<file path="config.mk">
export PLATFORM = sky130hd
export DESIGN_NAME = key_chord_conditioner
export DESIGN_NICKNAME = d
export VERILOG_FILES = /design/src/rtl/digital_lock_pkg.sv /design/src/rtl/key_debounce.sv /design/src/rtl/key_chord_conditioner.sv
export SDC_FILE = /design/constraint.sdc
export NUM_CORES = 1
export LEC_CHECK = 0
export BUFFER_PORTS_ARGS = -buffer_cell sky130_fd_sc_hd__buf_4
export CAP_MARGIN = 15
export CORE_MARGIN = 2
export CORE_UTILIZATION = 55
export DETAILED_ROUTE_END_ITERATION = 10
export GPL_TIMING_DRIVEN = 0
export PLACE_DENSITY = 0.72
export SYNTH_ARGS = -nofsm -noshare
export SYNTH_HDL_FRONTEND = slang
export SYNTH_HIERARCHICAL = 1
export SYNTH_SLANG_ARGS = --single-unit
export TNS_END_PERCENT = 20
</file>
<file path="constraint.sdc">
create_clock -name clock -period 5.3 [get_ports clock]
set_input_delay 0.795 -clock clock [delete_from_list [all_inputs] [get_ports clock]]
set_output_delay 0.795 -clock clock [all_outputs]
set_load 0.05 [all_outputs]
</file>
<file path="src/rtl/digital_lock_pkg.sv">
// Shared definitions for the digital lock: chord state encoding and default timing.
package digital_lock_pkg;

  typedef enum logic [1:0] {
    IDLE         = 2'd0,
    CHORD        = 2'd1,
    EMIT         = 2'd2,
    WAIT_RELEASE = 2'd3
  } chord_state_t;

  localparam int CLOCK_HZ    = 50_000_000;
  localparam int DEBOUNCE_MS = 10;
  localparam int MAX_HOLD_MS = 2000;

  localparam int DEFAULT_DEBOUNCE_CYCLES = (CLOCK_HZ / 1000) * DEBOUNCE_MS;
  localparam int DEFAULT_MAX_HOLD_CYCLES = (CLOCK_HZ / 1000) * MAX_HOLD_MS;

endpackage

</file>
<file path="src/rtl/key_debounce.sv">
// One push-button: two-flop synchroniser on the active-low pin, then a stability counter.
module key_debounce #(
  parameter int DEBOUNCE_CYCLES = 500000
) (
  input  logic clock,
  input  logic reset,
  input  logic key_n,
  output logic key_held
);

  localparam int CW = $clog2(DEBOUNCE_CYCLES);
  localparam logic [CW-1:0] CNT_LAST = CW'(DEBOUNCE_CYCLES - 1);

  logic          sync1;
  logic          sync2;
  logic [CW-1:0] cnt;
  logic          pressed;

  assign pressed = ~sync2;

  always_ff @(posedge clock) begin
    if (reset) begin
      sync1    <= 1'b1;
      sync2    <= 1'b1;
      key_held <= 1'b0;
      cnt      <= '0;
    end else begin
      sync1 <= key_n;
      sync2 <= sync1;
      // Any disagreement shorter than DEBOUNCE_CYCLES restarts the count.
      if (pressed == key_held) begin
        cnt <= '0;
      end else if (cnt == CNT_LAST) begin
        key_held <= pressed;
        cnt      <= '0;
      end else begin
        cnt <= cnt + 1'b1;
      end
    end
  end

endmodule

</file>
<file path="src/rtl/key_chord_conditioner.sv">
// Debounces the push-buttons and turns each chord (first press to full release) into one key event.
//   state        | meaning
//   IDLE         | no button held, waiting for first debounced press
//   CHORD        | accumulating pressed buttons into the mask, hold timer running
//   EMIT         | key/key_strobe presented for this one cycle
//   WAIT_RELEASE | chord aborted for over-long hold, waiting for all buttons up
module key_chord_conditioner
  import digital_lock_pkg::*;
#(
  parameter int NUM_KEYS        = 4,
  parameter int DEBOUNCE_CYCLES = DEFAULT_DEBOUNCE_CYCLES,
  parameter int MAX_HOLD_CYCLES = DEFAULT_MAX_HOLD_CYCLES
) (
  input  logic                clock,
  input  logic                reset,
  input  logic [NUM_KEYS-1:0] key_n,
  output logic [NUM_KEYS-1:0] key,
  output logic                key_strobe,
  output logic [NUM_KEYS-1:0] key_held,
  output logic                chord_active,
  output logic                long_press
);

  localparam int HW = $clog2(MAX_HOLD_CYCLES);
  localparam logic [HW-1:0] HOLD_LAST = HW'(MAX_HOLD_CYCLES - 1);

  chord_state_t        state;
  logic [NUM_KEYS-1:0] mask;
  logic [HW-1:0]       hold_cnt;

  for (genvar i = 0; i < NUM_KEYS; i++) begin : g_key
    key_debounce #(
      .DEBOUNCE_CYCLES(DEBOUNCE_CYCLES)
    ) u_debounce (
      .clock   (clock),
      .reset   (reset),
      .key_n   (key_n[i]),
      .key_held(key_held[i])
    );
  end

  // Outputs are decoded from the next state so nothing reaches them combinationally.
  always_ff @(posedge clock) begin
    if (reset) begin
      state        <= IDLE;
      mask         <= '0;
      hold_cnt     <= '0;
      key          <= '0;
      key_strobe   <= 1'b0;
      chord_active <= 1'b0;
      long_press   <= 1'b0;
    end else begin
      key          <= '0;
      key_strobe   <= 1'b0;
      chord_active <= 1'b0;
      long_press   <= 1'b0;
      case (state)
        IDLE: begin
          if (key_held != '0) begin
            state        <= CHORD;
            mask         <= key_held;
            hold_cnt     <= '0;
            chord_active <= 1'b1;
          end
        end
        CHORD: begin
          mask     <= mask | key_held;
          hold_cnt <= hold_cnt + 1'b1;
          // Release is checked first so a release on the limit cycle still emits.
          if (key_held == '0) begin
            state      <= EMIT;
            key        <= mask;
            key_strobe <= 1'b1;
          end else if (hold_cnt == HOLD_LAST) begin
            state      <= WAIT_RELEASE;
            long_press <= 1'b1;
            mask       <= '0;
          end else begin
            chord_active <= 1'b1;
          end
        end
        EMIT: begin
          mask  <= '0;
          state <= IDLE;
        end
        WAIT_RELEASE: begin
          if (key_held == '0) state <= IDLE;
        end
        default: state <= IDLE;
      endcase
    end
  end

endmodule

</file>
# [Word level (Yosys, flattened, before mapping)]
# Cells that the tools add are included.
[totals] regBits=128 input_bits=6 output_inout_bits=11 word_cells=90
[op_classes] add_sub_neg=5 n_eq_ne=15 muxes=17 bitwise=11 reduce_logical=19
[ops] op="adder 19 x 1 -> 19 bit, second input constant" n=4
[ops] op="== test 19 bit, second input constant" n=4
[ops] op="one-hot mux 27 bit (2 select lines)" n=1
[ops] op="adder 27 x 1 -> 27 bit, second input constant" n=1
[ops] op="== test 27 bit, second input constant" n=1
[ops] op="2-to-1 mux 27 bit" n=1
[ops] op="OR reduction 3 bit" n=6
[ops] op="2-to-1 mux 4 bit" n=3
[ops] op="one-hot mux 4 bit (3 select lines)" n=1
[ops] op="AND reduction 2 bit" n=6
[ops] op="NOT 1 bit" n=10
[ops] op="2-to-1 mux 2 bit" n=4
[ops] op="one-hot mux 2 bit (4 select lines)" n=1
[ops] op="2-to-1 mux 1 bit" n=5
[ops] op="== test 1 bit" n=4
[ops] op="== test 2 bit, second input constant" n=2
[ops] op="logical NOT 4 bit" n=1
[ops] op="inequality test 2 bit, second input constant" n=2
[ops] op="OR 4 bit" n=1
[ops] op="nonzero test 4 bit" n=1
[ops] op="inequality test 3 bit, second input constant" n=1
[ops] op="AND reduction 3 bit" n=1
[ops] op="nonzero test 3 bit" n=1
[ops] op="== test 2 x 1 -> 1 bit, second input constant" n=1
[ops] op="other kinds (4)" n=4

# [Longest topological paths before layout]
[logic_depth] depth_word=4 ltp_mapped=9 depth_no_buf=7

# [Cells and area by module]
# Netlist, hierarchy kept.
[by_module_without_submodules] module="key_debounce (g_key[0].u_debounce ...)" n_inst=3 cells_each=110 area_per_inst_um2=1084.8 seq_area_each_um2=440.4
[by_module_without_submodules] module="key_chord_conditioner" n_inst=1 cells_each=213 area_per_inst_um2=1885.6 seq_area_each_um2=800.8
[by_module_without_submodules] module="key_debounce (g_key[3].u_debounce)" n_inst=1 cells_each=108 area_per_inst_um2=993.5 seq_area_each_um2=440.4

# [Worst setup path before layout]
# No wires, ideal clock.
[synth_timing] path_kind="reg2reg" start="reg g_key[1].u_debounce.key_held" end="reg hold_cnt[26]" arrival_ns=2.037 t_required_ns=5.241 path_slack_ns=3.204 stages_incl_launch_ff=6 n_path_buf=1 synth_period_minus_slack_ns=2.096 cell_sequence="dfxtp_1 > or4_4 > buf_6 > a31o_4 > or4_1 > nand2_1"
[synth_via] elab_chain_cells=3
[synth_rtl] item="from (decl)" line="key_debounce.sv:8" text="output logic key_held"
[synth_rtl] item="from (signal assigned)" line="key_debounce.sv:34" text="key_held <= pressed;"
[synth_rtl] item="nonzero test 4 bit" line="key_chord_conditioner.sv:59" text="if (key_held != '0) begin"
[synth_rtl] item="inequality test 2 bit (no source line)"
[synth_rtl] item="AND reduction 2 bit (no source line)"
[synth_rtl] item="to (signal assigned)" line="key_chord_conditioner.sv:68" text="hold_cnt <= hold_cnt + 1'b1;"
[synth_rtl] item="to (decl)" line="key_chord_conditioner.sv:29" text="logic [HW-1:0] hold_cnt;"
# No other way between the ends.
# A chain may end at the register's enable or synchronous reset.

# [Worst setup path after layout]
[layout_timing] start="reg g_key[1].u_debounce.key_held" end="reg mask[2]"
[layout_via] elab_chain_cells=3 word_cells_on_any_way=6
[layout_rtl] item="logical NOT 4 bit or nonzero test 4 bit (tied branches)" line="key_chord_conditioner.sv:70, key_chord_conditioner.sv:59"
[layout_rtl] item="2-to-1 mux 4 bit or inequality test 2 bit (tied branches)"
[layout_rtl] item="one-hot mux 4 bit (3 select lines) or AND reduction 2 bit (tied branches)"
[layout_rtl] item="to (signal assigned)" line="key_chord_conditioner.sv:61" text="mask <= key_held;"
[layout_rtl] item="to (signal assigned)" line="key_chord_conditioner.sv:67" text="mask <= mask | key_held;"
[layout_rtl] item="to (decl)" line="key_chord_conditioner.sv:28" text="logic [NUM_KEYS-1:0] mask;"
# Parallel ways exist; a longest one is shown, timed or not.

==> results.tsv <==
metric	value	unit
Avg Inst Size Synth	9.42	um^2
worst-path fanout max	6	
Slew HR	30.8	%
cells after synthesis	651	
largest net degree at the start of global routing	22	
drt initial violations	294	
required time worst endpoint	5760	ps
hold_buf cts	0	
mapped cell area	0.00613	mm^2
vias post-DR	4727	
Synth area leaders	dfxtp_1 (42%), xnor2_1 (6.9%), nor2_1 (6.7%)	
type of the worst min-delay path	reg2reg	
post_cts resized	0	
Net Sw Frac	23.0	%
Min-Delay Path Depth	1	
DIE WIDTH	110	um
P_int	1.86	mW
max cap viols	0	
synthesis-stage register bit count	128	
Power, Total	2.41	mW
met2 WL	5.80	mm
final cell count without fillers	839	
critical path launch point type	flop	
setup_tns	0	ps
top-area cell type share of the netlist area	41.8	%
Total Wirelength	11.8	mm
vias per cell	5.63	
DRT antenna net count	0	
Remaining DRCs	0	
Met3 Wirelength	420	um
worst r2r src	g_key[1].u_debounce/key_held	
Antenna Diode Count	0	
initial core utilization	56.6	%
placed insts	807	
post-synth cell types	52	
delay-heaviest family, CP	simple AND/OR/NAND/NOR gates	
Setup CP Type	reg2reg	
I/O pins	17	
NetSw	0.554	mW
hold_ws	407	ps
# rows	38	
Leakage	2.45	nW
Worst Clk Skew	4.99	ps
area post-placement	0.00643	mm^2
total CTS buffers	17	
WL met1	5.44	mm
HPWL after detailed placement	8.24	mm
Clk network pwr share	51.7	%
die area	0.0120	mm^2
drt wl/cell	14.1	um
initial antenna violation count	0	
Pins Over Slew Limit	0	
nets	702	
CP bufs+invs	0	
max layer used	met4	
clock latency at the later pin of the worst-skew pair	530	ps
setup repair bufs after CTS	0	
Flop pwr share	41.1	%
Comb pwr share	7.2	%
period utilization	44.9	%
ys async rst share	0	%
status	finished clean	
worst hold start	g_key[3].u_debounce/sync1	
number of synthesized flops with an enable pin	0	
CTS H-tree depth	4	
synth warn	6	
R2R Setup Slk	2920	ps
sequential-to-total area share from yosys stat	41.8	%
chip height	110	um
fmax	420	MHz
Cell Chain, Critical Path	nor4_1 -> nor2_1 -> nand4_1 -> nor4b_1 -> o2bb2ai_1	
top_reg_cell synth	dfxtp_1	
core area	0.0108	mm^2
Clock Tree Buf Depth	2	
reg-to-reg endpoint	mask[2]	
port bufs	16	
Worst Hold Path EP	g_key[3].u_debounce/sync2	
Max stage delay on crit path	900	ps
gr usage total	21.4	%
final hold vios	0	
first-pass GRT wire length	20.3	mm
Finish-stage setup viols	0	
clock-pin slew on the worst setup and hold paths	60	ps
Cell Pwr Density	341	mW/mm^2
total nets after synthesis	667	
Worst Max-Slew Pin Slew	1030	ps
share of cells above drive strength 1	17.2	%
clock sink count	128	
reg2reg path depth	5	
DRT Pass-1 Iters	4	
Remaining Overflow, GRT	0	
Clock Root Buffer	clkbuf_8	
CTS tree	yes	
peak supply drop	347	uV
CP Capture Type	flop	
post-synth top area cell	dfxtp_1	
crit path DAT	2840	ps
Finished Cell Area	0.00707	mm^2
Tmin final	2380	ps
RD Place Congestion	0.808	
vias in the first global route	4561	
RSZ-0062 raised after global routing	false	
P&R area growth vs syn	15.3	%
Worst path slowest cell	nor4_1	
==> worst max-delay path by stage <==
stage,startpoint,slack (ps),to,cells past startpoint
6_report,g_key[1].u_debounce/key_held,2920,mask[2],5
5_1_grt,g_key[1].u_debounce/key_held,2730,hold_cnt[22],5
4_1_cts,g_key[1].u_debounce/key_held,2940,mask[2],5
3_5_place_dp,g_key[1].u_debounce/key_held,2980,mask[2],5
3_3_place_gp,g_key[1].u_debounce/key_held,3040,mask[3],5
2_1_floorplan,g_key[1].u_debounce/key_held,3200,hold_cnt[26],5
==> worst register-to-register path, delay by kind of cell (launching register included) <==
family             cells  cell delay, ps
AOI/OAI and AO/OA      1             180
DFF                    1             380
and+or+nand+nor        4            1750
==> metrics by stage <==
step	utilization (%)	worst slack [ps]
finish	65.2	2920
global route	65.2	2730
CTS	65.2	2940
detailed placement	59.3	2980
global placement	59.3	3040
floorplan	-	3200
==> power by group through the flow <==
| stage | sequential (mW) | clock, mW | combinational [mW] |
|---|---|---|---|
| final | 0.991 | 1.25 | 0.174 |
| after global routing | 0.993 | 1.31 | 0.195 |
| after CTS | 0.991 | 1.27 | 0.175 |
| after detailed placement | 1.01 | 0 | 0.172 |
| after global placement | 1.01 | 0 | 0.162 |
| after floorplan | 1.02 | 0 | 0.124 |
==> cell usage after synthesis, types with 4 or more instances <==
| library cell | count |
|---|---|
| nand4_1 | 20 |
| inv_1 | 20 |
| o2bb2ai_1 | 4 |
| nor4_2 | 4 |
| nand3_1 | 36 |
| nand4_4 | 6 |
| a211oi_1 | 4 |
| and2_1 | 4 |
| nor4_1 | 18 |
| a21oi_1 | 14 |
| and4_1 | 4 |
| nand2b_1 | 5 |
| nand2_1 | 33 |
| o21ai_4 | 4 |
| clkbuf_1 | 4 |
| o21ba_2 | 4 |
| nor2_1 | 110 |
| or2_2 | 8 |
| ha_1 | 10 |
| nor4_4 | 10 |
| and3_1 | 9 |
| xor2_1 | 31 |
| dfxtp_1 | 128 |
| o221ai_1 | 6 |
| nand4_2 | 7 |
| nor3_1 | 25 |
| xnor2_1 | 48 |
| buf_6 | 9 |
| or3_1 | 10 |
| o21ai_0 | 12 |
==> area by class of cell <==
class                      instances  area (um^2)
clock inverter                    14          213
tap                              140          175
buffer                            15          126
inverter                          20         75.1
fill                             895         3770
sequential                       128         2560
timing repair buffer              16          120
multi-input combinational        488         3370
clock buffer                      18          428
==> metal layers <==
metal  track usage (%)  up-vias
li1                  -     2390
met1              26.5     2267
met2              34.9       55
met3              7.11       15
met4              7.14        0
met5                 0        -
==> placed cells by master, fill, tap and decap left out, drive strengths merged, types with 5 or more instances in the layout <==
master	n
a211oi	6
a21oi	14
and3	9
buf	27
bufinv	5
clkbuf	22
dfxtp	128
ha	10
inv	21
nand2	33
nand2b	5
nand3	39
nand4	33
nor2	113
nor3	25
nor4	32
o21ai	16
o221ai	6
or2	8
or3	10
or4	5
xnor2	48
xor2	31
==> registers in the layout (all words and copies together), names as in the netlist <==
name,count
state,2
chord_active,1
long_press,1
key_strobe,1
g_key.u_debounce/sync1,4
hold_cnt,27
g_key.u_debounce/key_held,4
mask,4
g_key.u_debounce/cnt,76
g_key.u_debounce/sync2,4
key,4
==> cell families after synthesis <==
kind of cell,Yosys count,synth area share [%]
xor+xnor,79,11.3
compound gates,60,7.51
mux,2,0.347
flops,128,41.8
fa+ha+maj,10,2.04
buf+inv,35,3.28
simple gates,337,33.8
(Power assumes the default switching activity.)
